===== src/rtl/stat_frame_collector.sv =====
// stat_frame_collector
//   Collects four 4-bit numbers into a frame (num1 oldest .. num4 newest),
//   captures the op code that arrives with the 4th number, and presents the
//   frame until it is acknowledged or flushed.
//
//   Ports:
//     clk, rst_n        rising-edge clock, asynchronous active-low reset
//     in_valid/in_data  upstream number stream; in_ready is the handshake back
//     op_in             op code, sampled with the 4th number of a frame
//     flush             synchronous abort of a partial or presented frame
//     frame_ack         downstream consumed the presented frame
//     num1..num4,op_out frame contents
//     frame_valid       frame complete and stable
//     fill_count        numbers currently held (0..4)
//     frame_count       completed frames since reset (wraps at 256)
//
//   Build option: STAT_SLIDING_WINDOW_EN
//     defined   - an ack keeps the newest three numbers, so each further
//                 number completes a new overlapping frame
//     undefined - an ack empties the window (non-overlapping frames)
module stat_frame_collector (
    input  logic       clk,
    input  logic       rst_n,
    input  logic       in_valid,
    input  logic [3:0] in_data,
    output logic       in_ready,
    input  logic [3:0] op_in,
    input  logic       flush,
    input  logic       frame_ack,
    output logic [3:0] num1,
    output logic [3:0] num2,
    output logic [3:0] num3,
    output logic [3:0] num4,
    output logic [3:0] op_out,
    output logic       frame_valid,
    output logic [2:0] fill_count,
    output logic [7:0] frame_count
);

    typedef enum logic {FILL = 1'b0, HOLD = 1'b1} state_t;

    state_t state_q, state_d;
    logic   accept;
    logic   last_num;

`ifdef STAT_SLIDING_WINDOW_EN
    localparam logic [2:0] ACK_FILL = 3'd3;
`else
    localparam logic [2:0] ACK_FILL = 3'd0;
`endif

    // rst_n is folded in so in_ready drops immediately when reset asserts,
    // not just at the next edge.
    assign in_ready    = rst_n && (state_q == FILL);
    assign accept      = in_valid && in_ready;
    assign last_num    = accept && (fill_count == 3'd3);
    assign frame_valid = (state_q == HOLD);

    always_ff @(posedge clk or negedge rst_n) begin
        if (!rst_n) state_q <= FILL;
        else        state_q <= state_d;
    end

    always_comb begin
        state_d = state_q;
        if (flush) begin
            state_d = FILL;
        end else begin
            case (state_q)
                FILL:    if (last_num)  state_d = HOLD;
                HOLD:    if (frame_ack) state_d = FILL;
                default: state_d = FILL;
            endcase
        end
    end

    always_ff @(posedge clk or negedge rst_n) begin
        if (!rst_n) begin
            num1        <= '0;
            num2        <= '0;
            num3        <= '0;
            num4        <= '0;
            op_out      <= '0;
            fill_count  <= '0;
            frame_count <= '0;
        end else if (flush) begin
            // frame_count deliberately survives a flush
            num1       <= '0;
            num2       <= '0;
            num3       <= '0;
            num4       <= '0;
            op_out     <= '0;
            fill_count <= '0;
        end else if (accept) begin
            num1       <= num2;
            num2       <= num3;
            num3       <= num4;
            num4       <= in_data;
            fill_count <= fill_count + 3'd1;
            if (last_num) begin
                op_out      <= op_in;
                frame_count <= frame_count + 8'd1;
            end
        end else if (state_q == HOLD && frame_ack) begin
            fill_count <= ACK_FILL;
        end
    end

endmodule


===== config.mk =====
export PLATFORM = sky130hd
export DESIGN_NAME = stat_frame_collector
export DESIGN_NICKNAME = d
export VERILOG_FILES = /design/src/rtl/stat_frame_collector.sv
export SDC_FILE = /design/constraint.sdc
export NUM_CORES = 1
export LEC_CHECK = 0
export BUFFER_PORTS_ARGS = -buffer_cell sky130_fd_sc_hd__buf_2
export CORE_MARGIN = 1.5
export CORE_UTILIZATION = 52
export DETAILED_ROUTE_END_ITERATION = 10
export PLACE_DENSITY_LB_ADDON = 0.25
export SYNTH_ARGS = -nofsm -noshare
export SYNTH_HDL_FRONTEND = slang
export SYNTH_SLANG_ARGS = --single-unit

===== constraint.sdc =====
create_clock -name clk -period 3.84 [get_ports clk]
set_input_delay 0.192 -clock clk [delete_from_list [all_inputs] [get_ports clk]]
set_output_delay 0.192 -clock clk [all_outputs]
set_load 0.02 [all_outputs]

* Word-level counts from Yosys, hierarchy flattened
Cells that the tools add are included.
Storage, ports and cells: memory bits (read-only) 0, latch bits 0, memories 0, bits in registers 32, memory bits (writable) 0, output and inout bits 33
Cells by class: bitwise logic cells 2, add/subtract/negate cells 2, $mul 0, divide/modulo/power cells 0, reductions and logical operators 9, eq/ne operators 1, multiplexer cells 18, shifts and indexed selects 0, magnitude comparators 0
Operator list (count):
- 4-bit two-way mux | 11
- 3-bit two-way mux | 3
- 8-bit by 1-bit adder with 8-bit output (second input constant) | 1
- 1-bit logical AND | 4
- 2-bit nonzero test | 2
- 3-bit by 1-bit adder with 3-bit output (second input constant) | 1
- 3-bit by 2-bit equality test with 1-bit output (second input constant) | 1
- 1-bit two-way mux | 3
- 3-bit AND reduction | 1
- 3-bit nonzero test | 1
- 1-bit NOT | 2
- 1-bit one-hot mux with 2 select lines | 1
- 2-bit AND reduction | 1

* Logic depth before layout (Yosys ltp)
Gate-level depths: netlist (run 1).
word-level depth 7, mapped depth 5

* Worst setup path after synthesis (run 1)
Ideal clock, no wire load.
path type reg2reg, from reg fill_count[0], to reg op_out[0], period minus slack after synthesis 1.552 ns, buffers on the path 0, arrival 1.433 ns, data required time 3.721 ns, path slack 2.288 ns, cell stages (with the launch flop) 6, cells stage by stage dfrtp_1 > ha_1 > ha_1 > nand4b_1 > mux2i_1 > nor2_1
Between the ends: cells in the longest elaborated chain, start to end 4
Ends and longest elaborated chain:
- start: declaration | line 36 | output logic [2:0] fill_count,
- start signal: assignment | line 99 | fill_count <= fill_count + 3'd1;
- 3-bit by 2-bit equality test with 1-bit output | line 56 | assign last_num = accept && (fill_count == 3'd3);
- 1-bit logical AND | line 56
- 2-bit nonzero test (no line)
- 2-bit AND reduction (no line)
- end signal: assignment | line 101 | op_out <= op_in;
- end: declaration | line 34 | output logic [3:0] op_out,
No other way between the ends. A chain may end at the register's enable or synchronous reset.

* Worst setup path after layout (run 1)
from in rst_n, to reg frame_count[1]
Between the ends: cells in the longest elaborated chain, start to end 4
Ends and longest elaborated chain:
- start: declaration | line 23 | input logic rst_n,
- 1-bit logical AND * | line 54 | assign in_ready = rst_n && (state_q == FILL);
- 1-bit logical AND * | line 55 | assign accept = in_valid && in_ready;
- 1-bit logical AND | line 56
- 3-bit AND reduction (no line) *
- end signal: assignment | line 102 | frame_count <= frame_count + 8'd1;
- end: declaration | line 37 | output logic [7:0] frame_count
Mark *: on every way between the ends. The rest lies on a longest branch, timed or not.

==> metrics list, run 1 <==
- For this configuration, the core starts out at a cell density of between 50% and 60%.
- Post-layout nets: approximately 160
- Total of flip-flops plus latches after synthesis: 32
* Cell area after layout: around 1600 µm²
- Pin placement for this block handled 46 I/O pins.
* CP startpoint kind: input pin
- Clock tree synthesis found a total of 32 sinks.
- The clock reaches the later pin of the worst-skew pair after between 300 and 400 ps.
- Cell type contributing the most total cell area after synthesis: sky130_fd_sc_hd__dfrtp_1
- Dividing total power by cell area gives a power density of about 370 nW/µm².
* Least setup slack across all paths after layout: between 1000 and 1500 ps
- GP Congestion: roughly 0.77
- The first global-routing pass estimated around 3.8 mm of wire.
- Netlist cell types: 25
- Ratio of final minimum period to clock period: 63.7%
- Leakage: just over 0.9 nW
- The synthesized design devotes to its leading area cell type between 60 and 70% of total area.
- The number of global-route vias before repair was 894.
- During synthesis, Yosys emitted a total of 0 warnings.
- After detailed routing, the number of remaining DRC violations is 0.
- Cell at the root of the clock tree: sky130_fd_sc_hd__clkbuf_4
* Die area: 2870 µm²
* Diodes inserted: 0
- Setup total negative slack on the finished layout was measured at 0 ps.
* Initial antenna violation count: 0
- The run finished with clean final reports.
- Actual transition at the worst max-transition pin: about 1000 ps
- Placement-stage cell area: approximately 1500 µm²
- Antenna violation net count after detailed routing: 0
- Tot Pwr: approximately 0.59 mW
- The total count of hold-check failures in the final report is 0.
- Dividing the detail-routed via count by the number of cells gives between 5 and 6.
- CP Capture Type: flop
* Clock tree buffer depth: 2
- Final period demand of the worst path: between 2000 and 2500 ps
* CTS clk-pin slew, worst paths: 100 ps
* Number of core rows: 18
* F_max: between 0.4 and 0.5 GHz
- Core Box Area: 2450 µm²
* Maximum vdd drop: 0.327 mV
* Total of buffers placed on input and output ports: 45
- By area the synthesized netlist is led by sky130_fd_sc_hd__dfrtp_1, sky130_fd_sc_hd__a22o_1, sky130_fd_sc_hd__xnor2_1.
- Global routing used slightly below 20% of the available tracks.
* Worst Path Required: 4070 ps
* Per-cell routed wire length: 13.9 µm
- Gate count of the mapped netlist: between 90 and 100
* Drt first pass iters: 4
- Number of H-tree branching levels: 2
* TritonCTS clock tree: built
- For this block, the routed nets add up to 2.42 mm of wire.
- Detailed placement ended at an HPWL of between 1.5 and 2 mm.
- The tool flagged a number of max-cap violations equal to 0.
- Of the cells placed in the final design, the portion with a size suffix greater than 1 is between 40% and 50%.
* Classification of the worst setup path: input pin to flop
- Number of non-filler instances in the completed layout: ~170
- The cell area that synthesis handed to floorplanning was 1330 µm².
* Worst path arrival time: around 2700 ps
- Setup skew after layout: between 10 and 15 ps
- Residual overflow from global routing: 0
- RSZ-0062 raised after global routing: no
* Number of CTS-inserted buffers: 5
- Maximum number of pins on one net before global-route repair: 36
- The path class of the tightest hold or removal check is input pin to flop.
* Initial DRC count: 24
- Via Count: slightly below 1000
* Number of cells in the design after placement: 165
- For this run, the register share of the synthesized area comes to around 60%.
- Die W: around 54 µm
- Max-slew violation total from the final report: 0
- Setup violators final: 0
* Slew headroom: around a third
- Maximum net fanout on the critical path: 35
- Prior to clock tree synthesis, the placed netlist has a worst setup slack of roughly 1500 ps.
- Total nets after synthesis: 110
- A synthesized cell averages between 10 and 15 µm².
* Synth-to-layout area growth: 21.4%
- From bottom edge to top edge, the die measures around 54 µm.
==> per-layer routing <==
metal	part of all wire, %	wire length [µm]	vias up	GRT usage, %
met1	45	1100	478	22.1
met5	0	0	-	0
met2	47	1130	31	30.7
met4	3.3	80	0	13.7
met3	4.5	108	10	5.83
li1	-	-	448	-
==> worst paths after layout <==
path,from,endpoint,slack [ps],cells past startpoint
worst max-delay path,rst_n,frame_count[1]$_DFFE_PN0P_,1390,5
worst min-delay path,frame_ack,frame_valid$_DFF_PN0_,70,2
worst max register to register,frame_valid$_DFF_PN0_,frame_count[1]$_DFFE_PN0P_,1920,3
worst min register to register,frame_count[7]$_DFFE_PN0P_,frame_count[7]$_DFFE_PN0P_,470,1
max in group asynchronous,rst_n,num4[2]$_DFFE_PN0P_,2950,2
min in group asynchronous,rst_n,frame_count[2]$_DFFE_PN0P_,430,2
==> critical path: stages <==
cell and delay (ps):
sky130_fd_sc_hd__dlygate4sd3_1 520, sky130_fd_sc_hd__buf_2 570, sky130_fd_sc_hd__and4bb_1 960, sky130_fd_sc_hd__nand2_4 110
sky130_fd_sc_hd__mux2_4 320
==> where the power goes <==
group	switching [mW]	leakage [nW]	internal, mW
combinational	0.0271	0.448	0.0144
clock	0.116	0.0380	0.0870
sequential	0.00414	0.444	0.341
total	0.148	0.931	0.443
==> kinds of logic after synthesis <==
family,after synthesis,share of synthesized area (%)
flip-flops,32,60.2
AO/OA/AOI/OAI,21,13.7
AND/OR/NAND/NOR,20,10.3
XOR/XNOR,7,4.61
buffers and inverters,6,4.23
multiplexers,5,4.14
adder cells (fa/ha/maj),3,2.82
==> timing repair <==
item,CTS,global route
buffers inserted,0,0
hold buffers,1,0
endpoints found under the hold margin,32,0
gates resized for setup,0,0
==> cell usage in the layout, fill, tap and decap left out, types with 2 or more instances in the layout <==
cell type                  synthesis  routed
sky130_fd_sc_hd__mux2i_1           4       4
sky130_fd_sc_hd__nand4_1           4       4
sky130_fd_sc_hd__inv_1             2       2
sky130_fd_sc_hd__xnor2_1           7       7
sky130_fd_sc_hd__nor2b_1           2       2
sky130_fd_sc_hd__a32o_1            2       2
sky130_fd_sc_hd__dfrtp_1          32      32
sky130_fd_sc_hd__a22o_1           16      16
sky130_fd_sc_hd__clkbuf_4          0       5
sky130_fd_sc_hd__ha_1              3       3
sky130_fd_sc_hd__buf_2             0      45
sky130_fd_sc_hd__nor2_1            4       4
sky130_fd_sc_hd__nand3_2           2       2
sky130_fd_sc_hd__clkinv_2          0       2
==> metrics by stage <==
| stage | util [%] | hold slack, ps |
|---|---|---|
| final | 65.8 | 68.8 |
| after global routing | 65.8 | 72.5 |
| after CTS | 65.8 | 64.1 |
| after detailed placement | 62.9 | 287 |
| after global placement | 62.9 | 271 |
| after floorplan | - | -104 |
==> sequential cells by signal, summed over array words and instances (netlist names) <==
name / count
fill_count: 3
frame_count: 8
frame_valid: 1
num1: 4
num2: 4
num3: 4
num4: 4
op_out: 4
==> area by class of cell <==
| type | instances | area (µm²) |
|---|---|---|
| well taps | 30 | 37.5 |
| inverters | 2 | 7.51 |
| repair buffers | 46 | 235 |
| fillers | 196 | 840 |
| clock inverters | 2 | 10.0 |
| multi-input cells | 56 | 473 |
| clock buffers | 6 | 51.3 |
| flip-flops and latches | 32 | 801 |
==> synthesized netlist by cell type <==
cell type	instances
sky130_fd_sc_hd__and4bb_1	1
sky130_fd_sc_hd__nand4b_1	1
sky130_fd_sc_hd__nand2b_1	1
sky130_fd_sc_hd__o21ai_0	1
sky130_fd_sc_hd__nand3_2	2
sky130_fd_sc_hd__a21oi_2	1
sky130_fd_sc_hd__and3_1	1
sky130_fd_sc_hd__a31o_2	1
sky130_fd_sc_hd__xnor2_1	7
sky130_fd_sc_hd__dfrtp_1	32
sky130_fd_sc_hd__buf_6	3
sky130_fd_sc_hd__and4_1	1
sky130_fd_sc_hd__buf_8	1
sky130_fd_sc_hd__mux2_4	1
sky130_fd_sc_hd__mux2i_1	4
sky130_fd_sc_hd__a22o_1	16
sky130_fd_sc_hd__nand4_1	4
sky130_fd_sc_hd__nor2b_1	2
sky130_fd_sc_hd__inv_1	2
sky130_fd_sc_hd__nor2_1	4
sky130_fd_sc_hd__nand2_1	1
sky130_fd_sc_hd__nand2_4	1
sky130_fd_sc_hd__and2_1	1
sky130_fd_sc_hd__ha_1	3
sky130_fd_sc_hd__a32o_1	2
Power figures use the tool's default switching activity.
==> run 2: changes to the inputs <==
- CORE_UTILIZATION: 52 -> 44
- clock period: 3.84 -> 2.1 ns (I/O delays scaled with it)
==> run 2 against run 1 <==
Net effect:
- global-route usage fell by 1.5 points
- sequential cell count did not move
- clock skew fell by 2.9 ps
- via count rose by 1.1%
- cell area rose by 4.2%
- critical path depth did not move
- die area rose by 17%
- register-to-register slack got worse by 1400 ps
- largest power group unchanged
- core utilization fell by 5.8 points
- power rose by 86%
- cell count rose by 4.0%
- sequential power rose by 83%
==> metrics list, run 2 (synthesis results as in run 1) <==
- Tot Pwr: 1.10 mW (+86%)
* Setup violators final: 0 (unchanged)
- The pin count of the biggest net entering global routing was 33 (-8.3%).
- The share of cells above drive strength 1 came to 40.7% (-0.31 points).
- Cell at the root of the clock tree: sky130_fd_sc_hd__clkbuf_4
- Drt first pass iters: 6 (+2)
- The clock latency at the later pin of the worst-skew pair was 320 ps (-20 ps).
- The violation count after the first detailed-route iteration was 25 (+4.2%).
- The placed standard-cell area came to 1570 µm² (+1.5%).
- The number of placed instances, taps included came to 169 (+2.4%).
- The flip-flop count of the largest register after layout is 8 (unchanged).
- The critical path arrival came to 1890 ps (-790 ps).
- The number of fillers in the final layout was 241 (+23%).
- Register containing the most flip-flops in the final layout: frame_count
- Number of global-route vias before repair: 893 (-0.11%)
- Residual overflow from global routing: 0 (unchanged)
* Classification of the worst setup path: input pin to flop
- Final hold violation count: 0 (unchanged)
- Comb power frac: 7.9% (+0.9 points)
- Setup skew after layout: 7.27 ps (-2.94 ps)
- The number of buffers created by CTS is 5 (unchanged).
- Global-route wire length before repair: 4.40 mm (+16%)
* Cells along the critical path: dlygate4sd3_1, buf_2, nor2b_1, a21oi_2, a32o_1
- The required time of the critical path was 2370 ps (-1700 ps).
- Die W: 58.0 µm (+8.2%)
* CTS clk-pin slew, worst paths: 90 ps (about the same)
- TritonCTS clock tree: built
* Max-slew violation total from the final report: 0 (unchanged)
* Actual transition at the worst max-transition pin: 831 ps (-159 ps)
- The leakage power of the design was 0.962 nW (+3.4%).
* Routing layer with the top usage in global route: met1
* Overall Global Routing Usage: 17.8% (-1.5 points)
* Leading cell type in the layout, fill and taps excluded: sky130_fd_sc_hd__buf_2
* Cell with the largest stage delay on the worst path: sky130_fd_sc_hd__a21oi_2
- The number of diodes added for antenna fixing is 0 (unchanged).
- Total of buffers placed on input and output ports: 45 (unchanged)
* Number of non-filler instances in the completed layout: 181 (+4.0%)
* Setup repair bufs after CTS: 0 (unchanged)
- Of the available clock period, the critical path in the final layout requires 77.3%.
- GP Congestion: 0.745 (-3.5%)
* CP startpoint kind: input pin
- Cell area power density: 653 nW/µm² (+79%)
- The switching share of total power is 22.9% (-2.2 points).
- The estimated wirelength of the detail-placed design came to 1.84 mm (+13%).
- Static timing analysis puts the maximum clock frequency at around 0.6 GHz.
- Clk network pwr share: 34.6% (about the same)
- Count of boundary I/O pins: 46 (unchanged)
- Post-detailed-route DRC marker count: 0 (unchanged)
- Initial core utilization: 47.4% (-6.8 points)
* Per-cell routed wire length: 14.5 µm (+4.3%)
- The clock sink count is 32 (unchanged).
- Met2 Resource Use GR: 24.8% (-5.8 points)
- Number of core rows: 19 (+1)
- The internal power consumption was 0.848 mW (+92%).
- Cell area after layout: 1680 µm² (+4.2%)
- The max-cap check violation count came to 0 (unchanged).
- Core Box Area: 2810 µm² (+14%)
- In the layout the commonest cells are sky130_fd_sc_hd__buf_2, sky130_fd_sc_hd__dfrtp_1, sky130_fd_sc_hd__a22o_1.
- The total negative setup slack was 0 ps (unchanged).
* Via Count: 978 (+1.1%)
* Post-layout nets: 166 (+4.4%)
- The run finished with clean final reports.
* CP Capture Type: flop
* Final period demand of the worst path: around 1600 ps
- Vertical extent of the die: 58.0 µm (+8.2%)
* Slew headroom: 44.6% (+11 points)
- Total net switching power: 0.251 mW (+70%)
- Number of instances resized during post-cts repair: 0 (unchanged)
- Die area: 3360 µm² (+17%)
- Final-layout worst hold slack: 16.0 ps (-52.8 ps)
* Number of H-tree branching levels: 2 (unchanged)
* Post-detailed-routing wire length: 2.63 mm (+8.5%)
* Maximum vdd drop: 0.413 mV (+26%)
- Initial antenna violation count: 0 (unchanged)
- Stage delay of the slowest cell on the critical path: 650 ps (-310 ps)
* Detail-routed via count per cell: 5.40 (-2.8%)
* Synth-to-layout area growth: 26.5%
* Met3 capacity usage during global routing: 6.03% (+0.19 points)
* Sequential share of power: 57.5% (-1.0 points)
- Global-route track usage on met1: 25.3% (+3.2 points)
- Setup repair after global routing left no endpoint under its margin.
- Maximum net fanout on the critical path: 19 (-46%)
* Antenna violation net count after detailed routing: 0 (unchanged)
- Type of the tightest min-delay check: input pin to flop
- The maximum buffer depth of the clock tree is 2 (unchanged).
-- run 2: cell types whose count changed in the layout (fill, tap and decap cells not counted), sizes merged --
| cell | change |
|---|---|
| dlygate4sd3 | +4 |
| buf | +3 |
| clkinv | -2 |
| clkbuf | +1 |
-- run 2: path summary, 6_finish.rpt --
kind	from	endpoint	slack, ps	cells past startpoint
min	in_data[1]	num4[1]$_DFFE_PN0P_	20	2
max	rst_n	fill_count[2]$_DFFE_PN0P_	480	5
min reg2reg	frame_count[7]$_DFFE_PN0P_	frame_count[7]$_DFFE_PN0P_	480	1
max reg2reg	fill_count[0]$_DFFE_PN0P_	op_out[3]$_DFFE_PN0P_	520	5
max in group asynchronous	rst_n	num4[2]$_DFFE_PN0P_	1400	3
min in group asynchronous	rst_n	frame_valid$_DFF_PN0_	130	2
-- run 2: layout make-up --
class	count	area [µm²]	area share, %
Clock buffer	7	65.1	3.87
Inverter	2	7.51	0.446
Multi-Input combinational cell	56	473	28.1
Sequential cell	32	801	47.6
Tap cell	31	38.8	2.30
Timing Repair Buffer	53	298	17.7
-- run 2: power groups by stage --
stage	combinational (mW)	clock [mW]	sequential, mW
after floorplan	0.0327	0	0.654
after global placement	0.0792	0	0.643
after detailed placement	0.0804	0	0.644
after CTS	0.0878	0.401	0.632
after global routing	0.0959	0.420	0.633
final	0.0865	0.381	0.632
-- run 2: critical path, delay by kind of cell --
family,cells,cell delay [ps]
buffers and inverters,2,700
AND/OR/NAND/NOR,1,160
AO/OA/AOI/OAI,2,930
-- run 2: metrics by stage --
stage	util [%]	setup slack [ps]
after floorplan	-	548
after global placement	55.9	556
after detailed placement	55.9	512
after CTS	60.0	494
after global routing	60.0	378
final	60.0	477
-- run 2: what timing repair did --
action,in CTS,in global routing
endpoints found under the setup margin,0,0
endpoints found under the hold margin,36,0
hold buffers,5,0
-- run 2: layer usage --
layer  up-vias  routed length (µm)
met5         -                   0
met4         0                  49
met3         5                 182
met2        45                1120
met1       470                1270
li1        458                   -
